<file path="src/rtl/shift_serializer_pkg.sv">
// Shared definitions for the shift_serializer slice: FSM encoding and
// direction constants used by the top and its holding register.
package shift_serializer_pkg;

    typedef enum logic [1:0] {
        IDLE  = 2'd0,
        SHIFT = 2'd1,
        DONE  = 2'd2
    } state_e;

    localparam logic DIR_RIGHT = 1'b0;
    localparam logic DIR_LEFT  = 1'b1;

endpackage : shift_serializer_pkg

</file>
<file path="src/rtl/shift_serializer_reg.sv">
// Generic loadable bidirectional shift register with synchronous clear.
// Priority: clear, then parallel load, then right shift, then left shift.
module shift_serializer_reg #(
    parameter int WIDTH = 16
) (
    input  logic             clk,
    input  logic             rst_n,
    input  logic             ld_i,
    input  logic             cl_i,
    input  logic             sr_i,
    input  logic             sl_i,
    input  logic             ir_i,
    input  logic             il_i,
    input  logic [WIDTH-1:0] d_i,
    output logic [WIDTH-1:0] q_o
);

    logic [WIDTH-1:0] q_q;
    logic [WIDTH-1:0] q_d;

    // Next contents: clear wins, load beats shifting, right shift beats left.
    always_comb begin
        q_d = q_q;
        if (cl_i) begin
            q_d = '0;
        end else if (ld_i) begin
            q_d = d_i;
        end else if (sr_i) begin
            q_d = {ir_i, q_q[WIDTH-1:1]};
        end else if (sl_i) begin
            q_d = {q_q[WIDTH-2:0], il_i};
        end
    end

    // Register the contents; async reset empties the register.
    always_ff @(posedge clk or negedge rst_n) begin
        if (!rst_n) begin
            q_q <= '0;
        end else begin
            q_q <= q_d;
        end
    end

    assign q_o = q_q;

endmodule : shift_serializer_reg

</file>
<file path="src/rtl/shift_serializer.sv">
// Parallel-to-serial transmitter: accepts one word over valid/ready and
// drives it bit by bit, with a right or left shift strobe, into a remote
// shift register so that it holds the word after DATA_WIDTH strobes.
module shift_serializer
    import shift_serializer_pkg::*;
#(
    parameter int DATA_WIDTH = 16,
    parameter int CNT_WIDTH  = $clog2(DATA_WIDTH) + 1
) (
    input  logic                  clk,
    input  logic                  rst_n,
    input  logic                  cl,
    input  logic [DATA_WIDTH-1:0] in,
    input  logic                  in_valid,
    output logic                  in_ready,
    input  logic                  dir,
    input  logic                  hold,
    output logic                  sbit,
    output logic                  sr,
    output logic                  sl,
    output logic                  busy,
    output logic                  done
);

    localparam logic [CNT_WIDTH-1:0] LAST_BIT = CNT_WIDTH'(DATA_WIDTH - 1);

    state_e                 state_q, state_d;
    logic [CNT_WIDTH-1:0]   cnt_q, cnt_d;
    logic                   dir_q, dir_d;
    logic                   accept;
    logic [DATA_WIDTH-1:0]  sh_q;

    // Next-state and output decode; an abort overrides whatever the state
    // would otherwise do and also suppresses the strobe of that cycle.
    always_comb begin
        state_d  = state_q;
        cnt_d    = cnt_q;
        dir_d    = dir_q;
        in_ready = 1'b0;
        busy     = 1'b0;
        done     = 1'b0;
        sr       = 1'b0;
        sl       = 1'b0;
        accept   = 1'b0;
        case (state_q)
            IDLE: begin
                in_ready = !cl;
                if (in_valid && !cl) begin
                    accept  = 1'b1;
                    dir_d   = dir;
                    cnt_d   = '0;
                    state_d = SHIFT;
                end
            end
            SHIFT: begin
                busy = 1'b1;
                if (!hold && !cl) begin
                    sr    = (dir_q == DIR_RIGHT);
                    sl    = (dir_q == DIR_LEFT);
                    cnt_d = cnt_q + 1'b1;
                    if (cnt_q == LAST_BIT) begin
                        state_d = DONE;
                    end
                end
            end
            DONE: begin
                done    = 1'b1;
                state_d = IDLE;
            end
            default: begin
                state_d = IDLE;
            end
        endcase
        if (cl) begin
            state_d = IDLE;
            cnt_d   = '0;
        end
    end

    // Serial bit comes from whichever end of the word leaves first.
    always_comb begin
        sbit = 1'b0;
        if (state_q == SHIFT) begin
            sbit = (dir_q == DIR_LEFT) ? sh_q[DATA_WIDTH-1] : sh_q[0];
        end
    end

    // FSM state, bit counter and latched direction.
    always_ff @(posedge clk or negedge rst_n) begin
        if (!rst_n) begin
            state_q <= IDLE;
            cnt_q   <= '0;
            dir_q   <= DIR_RIGHT;
        end else begin
            state_q <= state_d;
            cnt_q   <= cnt_d;
            dir_q   <= dir_d;
        end
    end

    // The word being sent shifts out with zeros filling the vacated end.
    shift_serializer_reg #(
        .WIDTH (DATA_WIDTH)
    ) u_sh (
        .clk   (clk),
        .rst_n (rst_n),
        .ld_i  (accept),
        .cl_i  (cl),
        .sr_i  (sr),
        .sl_i  (sl),
        .ir_i  (1'b0),
        .il_i  (1'b0),
        .d_i   (in),
        .q_o   (sh_q)
    );

endmodule : shift_serializer

</file>
<file path="config.mk">
export PLATFORM = sky130hd
export DESIGN_NAME = shift_serializer
export DESIGN_NICKNAME = d
export VERILOG_FILES = /design/src/rtl/shift_serializer_pkg.sv /design/src/rtl/shift_serializer_reg.sv /design/src/rtl/shift_serializer.sv
export SDC_FILE = /design/constraint.sdc
export NUM_CORES = 1
export LEC_CHECK = 0
export BUFFER_PORTS_ARGS = -buffer_cell sky130_fd_sc_hd__buf_4
export CAP_MARGIN = 10
export CORE_ASPECT_RATIO = 0.6
export CORE_MARGIN = 4
export CORE_UTILIZATION = 50
export CTS_BUF_LIST = sky130_fd_sc_hd__clkbuf_8
export DETAILED_ROUTE_END_ITERATION = 8
export PLACE_DENSITY_LB_ADDON = 0.15
export SLEW_MARGIN = 20
export SYNTH_ARGS = -nofsm -noshare
export SYNTH_HDL_FRONTEND = slang
export SYNTH_SLANG_ARGS = --single-unit
</file>
<file path="constraint.sdc">
create_clock -name clk -period 2.1 [get_ports clk]
set_input_delay 0.42 -clock clk [delete_from_list [all_inputs] [get_ports clk]]
set_output_delay 0.42 -clock clk [all_outputs]
set_load 0.005 [all_outputs]
</file>
# [After elaboration in Yosys (flattened, before gate mapping)]
# Cells that the tools add are included.
[totals] word_cells=46 regBits=24 output_inout_bits=6
[classes] n_eq_ne=6 reduce_logical=10 addsub=1 n_bitwise=1 n_mux=24
[op_table] op="$mux W16" count=4
[op_table] op="$mux W5" count=3
[op_table] op="$mux W1" count=11
[op_table] op="$pmux W5 S2" count=1
[op_table] op="$ne A3 B3 Y1 const B" count=3
[op_table] op="$mux W2" count=4
[op_table] op="$reduce_and A3 Y1" count=2
[op_table] op="$add A5 B1 Y5 const B" count=1
[op_table] op="$eq A5 B4 Y1 const B" count=1
[op_table] op="$pmux W2 S2" count=1
[op_table] op="$reduce_bool A4 Y1" count=1
[op_table] op="$reduce_bool A3 Y1" count=1
[op_table] op="$eq A2 B1 Y1 const B" count=1
[op_table] op="$eq A2 B2 Y1 const B" count=1
[op_table] op="$logic_and A1 B1 Y1" count=2
[op_table] op="$logic_not A1 Y1" count=2
[op_table] op="$logic_not A2 Y1" count=1
[op_table] op="$reduce_and A2 Y1" count=1
[op_table] op="$not A1 Y1" count=1

# [Longest topological paths before layout]
[depth] ltp_word=8 mapped_depth=7 depth_no_buf=5

# [By module]
# A second synthesis with hierarchy kept.
[hier_totals] hier_cells=129 area_unflattened_um2=1488.9
[by_module_without_submodules] module="shift_serializer_reg" area_per_inst_um2=988.4 cells_each=75 instances=1 seq_area_each_um2=400.4
[by_module_without_submodules] module="shift_serializer" area_per_inst_um2=500.5 cells_each=54 instances=1 seq_area_each_um2=200.2

# [Worst setup path after synthesis]
# No wires, ideal clock.
[synth_path] kind="input to register" start="input cl" end="register u_sh.q_q[10] (netlist: u_sh.q_o[10])" slack_ns=0.260 arrival_time_ns=1.705 cell_stages=5 setup_time_ns=0.135 path_buffers=1 path_cell_list="or4b_4 -> buf_6 -> or4_1 -> o31ai_1 -> o31ai_1"
[synth_between] elab_chain_cells=7 elab_cells_between_ends=13
[synth_rtl] item="from (decl)" line="shift_serializer.sv:12" rtl="input logic cl,"
[synth_rtl] item="$logic_not A1 Y1" line="shift_serializer.sv:48, shift_serializer.sv:57"
[synth_rtl] item="$logic_and A1 B1 Y1" line="shift_serializer.sv:57" rtl="if (!hold && !cl) begin"
[synth_rtl] item="$mux W1" line="shift_serializer.sv:57"
[synth_rtl] item="$mux W1" line="shift_serializer.sv:45" rtl="case (state_q)"
[synth_rtl] item="$mux W16" line="shift_serializer_reg.sv:28" rtl="end else if (sr_i) begin"
[synth_rtl] item="$mux W16" line="shift_serializer_reg.sv:26" rtl="end else if (ld_i) begin"
[synth_rtl] item="$mux W16" line="shift_serializer_reg.sv:24" rtl="if (cl_i) begin"
[synth_rtl] item="to (signal assigned)" line="shift_serializer_reg.sv:40" rtl="q_q <= q_d;"
[synth_rtl] item="to (decl)" line="shift_serializer_reg.sv:18" rtl="logic [WIDTH-1:0] q_q;"
# Parallel ways exist; a longest one is shown, timed or not.
# A chain may end at the register's enable or synchronous reset.

# [Worst setup path in the final report]
[layout_path] start="register state_q[1]" end="output sr"
[layout_between] elab_chain_cells=2
[layout_rtl] item="from (decl)" line="shift_serializer.sv:27" rtl="state_e state_q, state_d;"
[layout_rtl] item="from (signal assigned)" line="shift_serializer.sv:95" rtl="state_q <= state_d;"
[layout_rtl] item="$eq A2 B1 Y1" line="shift_serializer.sv:45"
[layout_rtl] item="$mux W1" line="shift_serializer.sv:45"
[layout_rtl] item="to (decl)" line="shift_serializer.sv:19" rtl="output logic sr,"
# Every way passes these cells.

==> flow_summary.yaml <==
synthesis:
  synthMuxAreaShare_pct: 0.6975
  yosys.area_share.xor_xnor_pct: 0
  synth-seq-cells: 24
  yosysSeqAreaShare_pct: 41.85
  yosys_warnings: 0
  synth_cells: 161
  synth_top_family_by_area: "compound AO/OA/AOI/OAI gates"
  synth-compound-area-share_pct: 24.59
  syn-num-nets: 185
  synth_cell_types: 28
  synth_area_sq_um: 1435
  synthSimpleGateAreaFrac_pct: 23.89
  yosys.area_share.adder_pct: 1.744
  synth_area_per_cell_sq_um: 8.914
timing:
  finalCritPeriodShare_pct: 97.76
  slew-limit-headroom_pct: 60.10
  finalWorstSetupSlack_ns: 0.04698
  fmax_mhz: 487.1
  skew_ns: 0.004330
  hold_viol: 0
  setup_violations: 0
  holdWs_ns: 0.04057
  rsz0062_at_grt: "yes"
  worst_pin_slew_ns: 0.5984
  slew_viol_final: 0
  post-route-min-period_ns: 2.053
  setup_tns_ns: 0
die:
  die_x_microns: 77.17
  ios: 28
  die_area_sq_um: 3820
  core-area_sq_um: 2628
  initial_core_util_pct: 54.62
  die_y_microns: 49.50
  row_count: 14
detailed_routing:
  antenna_left: 0
  drt_first_iter_violations: 99
  drc: 0
  drt-vias-per-instance: 6.128
  route.final.wire_length_microns: 3615
  wl_per_cell_microns: 16.51
  drtPass1Iterations: 4
  vias: 1342
final_layout:
  final_common_cell: "buf_4"
  n_fill_cell: 206
  diodes: 0
  fin_util_pct: 66.05
  fin_area_sq_um: 1735
  nets: 212
  final_cell_mix: "35 x buf_4, 28 x o31ai_1, 23 x dfrtp_1"
  area_growth_pct: 20.92
  drive_gt1_share_pct: 25.13
power:
  p_clk_share_pct: 29.6
  p_switching_uw: 301.1
  ir_drop_uv: 371.7
  p_leak_nw: 0.7479
  combPwrFrac_pct: 21.0
  seq_power_share_pct: 49.5
  p_int_uw: 755.1
  p_per_area_nw_per_um2: 608.6
  sw_frac_of_total_pct: 28.50
clocking:
  post_cts_buffers: 0
  cts.htree.levels: 1
  hold_buffers: 0
  clkLatencyLatePin_ns: 0.27
  cts_tree: "yes"
  root_buffer: "clkbuf_8"
  numCtsBuffers: 3
  clock-sinks: 24
  clk_path_buf_depth: 2
  path_clk_slew_ns: 0.08
global_route:
  grt_max_degree: 29
  grt_pass1_wl_microns: 5982
  grt_usage_pct: 19.45
  grt_overflow: 0
  grt_pass1_vias: 1238
  antenna_found_initial: 0
placement:
  gp_congestion: 0.7797
  numPortBuffers: 27
  post-place-ws_ns: 0.02984
  post_dp_cell_area_sq_um: 1665
  hpwl_microns: 2443
critical_path:
  critPathKind: "reg -> out"
  arrival_ns: 1.63
  endpoint_kind: "primary output"
  crit_path_max_fanout: 10
  required_ns: 1.68
  startpoint_type: "flop"
outcome:
  status: "complete, no violations"
hold_path:
  hold_class: "in -> async"
run:
  maxCapViolations: 0
[flip-flops by register name (all words and copies together) (netlist names)]
register,count
u_sh.q_o,16
cnt_q,5
state_q,2
dir_q,1
[cell usage after synthesis]
master | number | area share (%)
o31ai_1 | 28 | 15
dfrtp_1 | 24 | 42
nand2_1 | 21 | 5.5
or4_1 | 15 | 7.8
a21oi_1 | 14 | 4.9
clkbuf_1 | 8 | 2.1
nor2_1 | 8 | 2.1
o21ai_0 | 8 | 2.8
inv_1 | 6 | 1.6
nor2b_1 | 4 | 1.7
buf_6 | 3 | 2.4
nand3_1 | 3 | 1.0
buf_2 | 2 | 0.70
ha_1 | 2 | 1.7
or2_2 | 2 | 0.87
a222oi_1 | 1 | 0.70
a22o_1 | 1 | 0.61
a31oi_1 | 1 | 0.44
and3_1 | 1 | 0.44
buf_4 | 1 | 0.52
mux2i_1 | 1 | 0.70
nand2b_1 | 1 | 0.44
nand3b_1 | 1 | 0.52
nor2_4 | 1 | 0.78
nor4b_2 | 1 | 1.0
o21bai_1 | 1 | 0.52
or3b_2 | 1 | 0.61
or4b_4 | 1 | 0.96
[routing by layer]
metal | vias to the layer above | routed length [microns] | track usage (%)
li1 | 657 | - | -
met4 | 0 | 31 | 2.663
met1 | 625 | 1687 | 28.18
met3 | 6 | 288 | 5.273
met2 | 54 | 1608 | 29.80
met5 | - | 0 | 0
[power by group through the flow]
| stage | Sequential, mW | Clock [mW] | Combinational (mW) |
|---|---|---|---|
| after floorplan | 0.511 | 0 | 0.143 |
| after global placement | 0.527 | 0 | 0.212 |
| after detailed placement | 0.529 | 0 | 0.217 |
| after CTS | 0.520 | 0.324 | 0.218 |
| after global routing | 0.528 | 0.342 | 0.246 |
| final | 0.523 | 0.312 | 0.221 |
[repair_timing]
action,4_1_cts,5_1_grt
gates resized for setup,0,2
cloned,0,1
setup endpoints to repair,1,2
pin swaps,1,0
[worst max-delay path, cell delays in order, from the launching register on]
cell	delay (ns)
dfrtp_2	0.47
or4b_4	0.59
nor2_4	0.17
buf_4	0.13
[path summary, 6_finish.rpt]
kind	slack, ns	startpoint	to	depth (start not counted)
worst max-delay path	0.05	state_q[1]	sr	3
worst min-delay path	0.04	rst_n	dir_q	1
worst max register to register	0.21	state_q[1]	u_sh.q_o[14]	4
worst min register to register	0.51	cnt_q[4]	cnt_q[4]	2
max in group asynchronous	1.80	rst_n	state_q[1]	1
min in group clk	0.37	dir	dir_q	3
[cell type report]
class | count | area, sq um | share of cell area [%]
Multi-Input combinational cell | 118 | 753.2 | 43.40
Tap cell | 32 | 40.04 | 2.307
Inverter | 6 | 22.52 | 1.298
Timing Repair Buffer | 35 | 262.8 | 15.14
Clock buffer | 4 | 55.05 | 3.172
Sequential cell | 24 | 601.8 | 34.68
[kinds of logic (layout without fill, tap and decap cells)]
kind of cell / Yosys count / after routing
compound gates: 54 / 54
simple gates: 60 / 61
flops: 24 / 24
mux: 1 / 1
buf+inv: 20 / 45
fa+ha+maj: 2 / 2
[metrics by stage]
step | cells | total power, mW
CTS | 218 | 1.062
global route | 219 | 1.116
finish | 219 | 1.056
global placement | 214 | 0.7386
floorplan | 161 | 0.6534
detailed placement | 214 | 0.7463
Note: power is estimated with default switching activity, not from simulation.
